===== config.mk =====
export PLATFORM = sky130hd
export DESIGN_NAME = button_conditioner
export DESIGN_NICKNAME = d
export VERILOG_FILES = /design/src/rtl/button_pkg.sv /design/src/rtl/button_conditioner_sync.sv /design/src/rtl/button_conditioner.sv
export SDC_FILE = /design/constraint.sdc
export NUM_CORES = 1
export LEC_CHECK = 0
export ABC_AREA = 1
export CORE_AREA = 5 5 42 44
export DETAILED_ROUTE_END_ITERATION = 7
export DIE_AREA = 0 0 47 49
export PLACE_DENSITY = 0.54
export SLEW_MARGIN = 20
export SYNTH_ARGS = -nofsm -noshare
export SYNTH_HDL_FRONTEND = slang
export SYNTH_SLANG_ARGS = --single-unit

===== constraint.sdc =====
create_clock -name clock -period 2.6 [get_ports clock]
set_input_delay 0.26 -clock clock [delete_from_list [all_inputs] [get_ports clock]]
set_output_delay 0.26 -clock clock [all_outputs]
set_load 0.01 [all_outputs]

===== src/rtl/button_pkg.sv =====
// Shared types and defaults for the push-button conditioner.
// Imported by the conditioner top and its synchroniser.
package button_pkg;

  typedef enum logic [1:0] {
    LOW,
    RISING,
    HIGH,
    FALLING
  } deb_state_t;

  localparam int DEBOUNCE_CYCLES_DEF = 4;
  localparam int SYNC_STAGES_DEF     = 2;

endpackage


===== src/rtl/button_conditioner_sync.sv =====
// Multi-flop synchroniser for one asynchronous input bit.
// Every stage clears on reset so the output starts at 0.
module sync_ff #(
  parameter int STAGES = button_pkg::SYNC_STAGES_DEF
) (
  input  logic clock,
  input  logic reset,
  input  logic d,
  output logic q
);

  logic [STAGES-1:0] sync_q;

  always_ff @(posedge clock or negedge reset) begin
    if (!reset) begin
      sync_q <= '0;
    end else begin
      sync_q <= {sync_q[STAGES-2:0], d};
    end
  end

  assign q = sync_q[STAGES-1];

endmodule


===== src/rtl/button_conditioner.sv =====
// Synchronise, debounce and edge-detect a raw push button.
// btn_pulse fires once per accepted press, never on release.
module button_conditioner
  import button_pkg::*;
#(
  parameter int DEBOUNCE_CYCLES = DEBOUNCE_CYCLES_DEF,
  parameter int SYNC_STAGES     = SYNC_STAGES_DEF
) (
  input  logic clock,
  input  logic reset,
  input  logic btn_raw,
  output logic btn_level,
  output logic btn_pulse
);

  localparam int CW = $clog2(DEBOUNCE_CYCLES + 1);
  localparam logic [CW-1:0] CNT_LAST =
    CW'(DEBOUNCE_CYCLES - 1);

  logic          btn_sync;
  deb_state_t    state_q, state_d;
  logic [CW-1:0] cnt_q, cnt_d;
  logic          level_q, level_d;
  logic          pulse_q, pulse_d;

  sync_ff #(
    .STAGES (SYNC_STAGES)
  ) u_sync (
    .clock (clock),
    .reset (reset),
    .d     (btn_raw),
    .q     (btn_sync)
  );

  always_ff @(posedge clock or negedge reset) begin
    if (!reset) begin
      state_q <= LOW;
      cnt_q   <= '0;
      level_q <= 1'b0;
      pulse_q <= 1'b0;
    end else begin
      state_q <= state_d;
      cnt_q   <= cnt_d;
      level_q <= level_d;
      pulse_q <= pulse_d;
    end
  end

  always_comb begin
    state_d = state_q;
    cnt_d   = cnt_q;
    unique case (state_q)
      LOW: begin
        if (btn_sync) begin
          state_d = RISING;
          cnt_d   = '0;
        end
      end
      RISING: begin
        if (!btn_sync) begin
          state_d = LOW;
          cnt_d   = '0;
        end else if (cnt_q == CNT_LAST) begin
          state_d = HIGH;
          cnt_d   = '0;
        end else begin
          cnt_d = cnt_q + 1'b1;
        end
      end
      HIGH: begin
        if (!btn_sync) begin
          state_d = FALLING;
          cnt_d   = '0;
        end
      end
      FALLING: begin
        // A bounce back to 1 here is the same press, not a new one.
        if (btn_sync) begin
          state_d = HIGH;
          cnt_d   = '0;
        end else if (cnt_q == CNT_LAST) begin
          state_d = LOW;
          cnt_d   = '0;
        end else begin
          cnt_d = cnt_q + 1'b1;
        end
      end
      default: begin
        state_d = LOW;
        cnt_d   = '0;
      end
    endcase
  end

  always_comb begin
    level_d = (state_d == HIGH) ||
              (state_d == FALLING);
    pulse_d = (state_q == RISING) &&
              (state_d == HIGH);
  end

  assign btn_level = level_q;
  assign btn_pulse = pulse_q;

endmodule

==> impl_metrics.env <==
export IMPL_rsz0062_at_grt="no"
export IMPL_rows=14
export IMPL_crit_buf_inv=1
export IMPL_worstPathCellList="clkdlybuf4s50_1"
export IMPL_final_max_slew_viol_count=0
export IMPL_fp_dieW_um=47
export IMPL_synth_edff_count=0
export IMPL_synth_compound_area_frac=0.0292
export IMPL_slowest_delay_ns=0.57
export IMPL_htreeDepth=1
export IMPL_yosys_area_top_type="dfrtp_1"
export IMPL_synth_top_family_by_area="simple AND/OR/NAND/NOR gates"
export IMPL_synth_area_top_cells="dfrtp_1, nand2_1, nand3_1"
export IMPL_finalNetCount=50
export IMPL_dieArea_mm2=0.00230
export IMPL_holdWs_ns=0.288
export IMPL_p_leak_nw=0.206
export IMPL_slew_headroom=0.759
export IMPL_dp_cells=57
export IMPL_viasPerCell=4.18
export IMPL_finalSetupViolations=0
export IMPL_dr_pass1_iters=2
export IMPL_synth_fa_ha_area_frac=0.0365
export IMPL_r2r_start="cnt_q[0]$_DFFE_PN0P_"
export IMPL_cpLargestDelayFamily="buffers and inverters"
export IMPL_slowest_stage="clkdlybuf4s50_1"
export IMPL_cts_tree="yes"
export IMPL_io_buffers=4
export IMPL_synth_top_cells_by_count="dfrtp_1, nand2_1, nand3_1, nor2_1"
export IMPL_hold_viol_final=0
export IMPL_outcome="finished, final reports clean"
export IMPL_tns_ns=0
export IMPL_final_cells=60
export IMPL_drv_cap=0
export IMPL_crit_start="btn_level$_DFF_PN0_"
export IMPL_yosysWarnings=0
export IMPL_drc=0
export IMPL_cp_arrival_ns=1.25
export IMPL_syn_cell_area_um2=343
export IMPL_synth_simple_area_share=0.307
export IMPL_async_reset_ff_frac=1.00
export IMPL_post_cts_buffers=0
export IMPL_worst_ep_required_time_ns=2.34
export IMPL_final_min_clock_period_ns=1.51
export IMPL_drtAntennaViolNets=0
export IMPL_hp_class="in -> async"
export IMPL_post_cts_resized=0
export IMPL_start_kind="register"
export IMPL_antenna_found_initial=0
export IMPL_hpwl_um=452
export IMPL_cp_max_fo=6
export IMPL_drt_iter0_markers=5
export IMPL_cts_sink_count=8
export IMPL_ctsHoldBuffers=0
export IMPL_die_h_um=49
export IMPL_grt_pass1_vias=249
export IMPL_fmax_mhz=663
export IMPL_criticalPathCategory="reg -> out"
export IMPL_clkTransAtPathRegs_ns=0.05
export IMPL_numCtsBuffers=3
export IMPL_syn_to_final_growth_pct=24.1
export IMPL_fin_crit_sh=0.580
export IMPL_layout_drive_gt1_share=0.205
export IMPL_gr_usage_all_layers=0.0669
export IMPL_synth_ff_type="dfrtp_1"
export IMPL_root_buffer="clkbuf_4"
export IMPL_synth_avg_cell_area_um2=9.27
export IMPL_grt_max_degree=9
export IMPL_vias=251
export IMPL_tightest_slew_ns=0.360
export IMPL_power_density_mw_per_mm2=834
export IMPL_yosysSeqAreaShare=0.584
export IMPL_diodes=0
export IMPL_clk_latency_ns=0.25
export IMPL_skew_ns=0.00224
export IMPL_synthCells=37
export IMPL_coreArea_mm2=0.00140
export IMPL_synth_top_cell_area_share=0.584
export IMPL_ys_seq_elements=8
export IMPL_start_util=0.245
export IMPL_vdd_ir_drop_worst_uv=413
export IMPL_synth_xor_area_frac=0
export IMPL_grt_overflow_total=0
export IMPL_wl_um=592
export IMPL_gpl_final_weighted_congestion=0.714
export IMPL_yosysUniqueCellTypes=13
export IMPL_syn_nets=41
export IMPL_muxShareOfSynthArea=0
export IMPL_clk_path_buf_depth=2
export IMPL_grt_pass1_wl_um=1020
export IMPL_pin_count=5
export IMPL_end_kind="output pin"
export IMPL_wl_per_cell_um=9.87
export IMPL_synth_most_common_cell="dfrtp_1"
registers in the layout, summed over array words and instances (netlist names):
register       flops
cnt_q              3
state_q            1
u_sync.sync_q      2
btn_pulse          1
btn_level          1
cells in the final DEF (no fill, tap or decap), drive strengths merged:
cell	n
nand4	1
o21ai	1
ha	1
clkdlybuf4s50	4
nor2	6
inv	4
a21oi	1
nand3	5
nand2	9
dfrtp	8
nand3b	1
clkbuf	3
report_power, final:
group | internal, mW | switching, mW | total [mW]
clock | 0.0526 | 0.0395 | 0.0921
combinational | 0.0393 | 0.0529 | 0.0922
sequential | 0.149 | 0.0220 | 0.171
stage by stage:
step / instance area, µm² / util / power, mW / setup WS, ns
global placement: 403 / 0.288 / 0.265 / 1.38
global route: 425 / 0.304 / 0.386 / 1.05
CTS: 425 / 0.304 / 0.363 / 1.08
finish: 425 / 0.304 / 0.355 / 1.09
detailed placement: 403 / 0.288 / 0.266 / 1.36
floorplan: 343 / - / 0.233 / 1.65
path summary, 6_finish.rpt:
| path | endpoint | slack (ns) | cells past startpoint |
|---|---|---|---|
| min in group clock | u_sync.sync_q[1]$_DFF_PN0_ | 0.35 | 0 |
| worst max register to register | btn_level$_DFF_PN0_ | 1.54 | 5 |
| worst min register to register | u_sync.sync_q[1]$_DFF_PN0_ | 0.35 | 0 |
| worst min-delay path | btn_level$_DFF_PN0_ | 0.29 | 1 |
| worst max-delay path | btn_level | 1.09 | 1 |
| max in group asynchronous | u_sync.sync_q[0]$_DFF_PN0_ | 2.05 | 1 |
routing by layer:
| layer | part of all wire | routed length [µm] | vias to the layer above | global-route usage |
|---|---|---|---|---|
| met3 | 0.051 | 30 | 0 | 0.0332 |
| met1 | 0.50 | 295 | 114 | 0.0771 |
| met2 | 0.45 | 266 | 4 | 0.0882 |
| met4 | 0 | 0 | 0 | 0.0553 |
| li1 | - | - | 133 | - |
| met5 | 0 | 0 | - | 0 |
cells by family after synthesis:
group / count (synthesis)
adder cells (fa/ha/maj): 1
AO/OA/AOI/OAI: 2
buffers and inverters: 4
AND/OR/NAND/NOR: 22
flip-flops: 8
final cells by class:
type	count	area (µm²)
clock buffer	3	22.5
fill	161	976
inverter	4	15.0
multi-input combinational	25	128
sequential	8	200
tap	16	20.0
timing repair buffer	4	40.0
(Power assumes the default switching activity.)
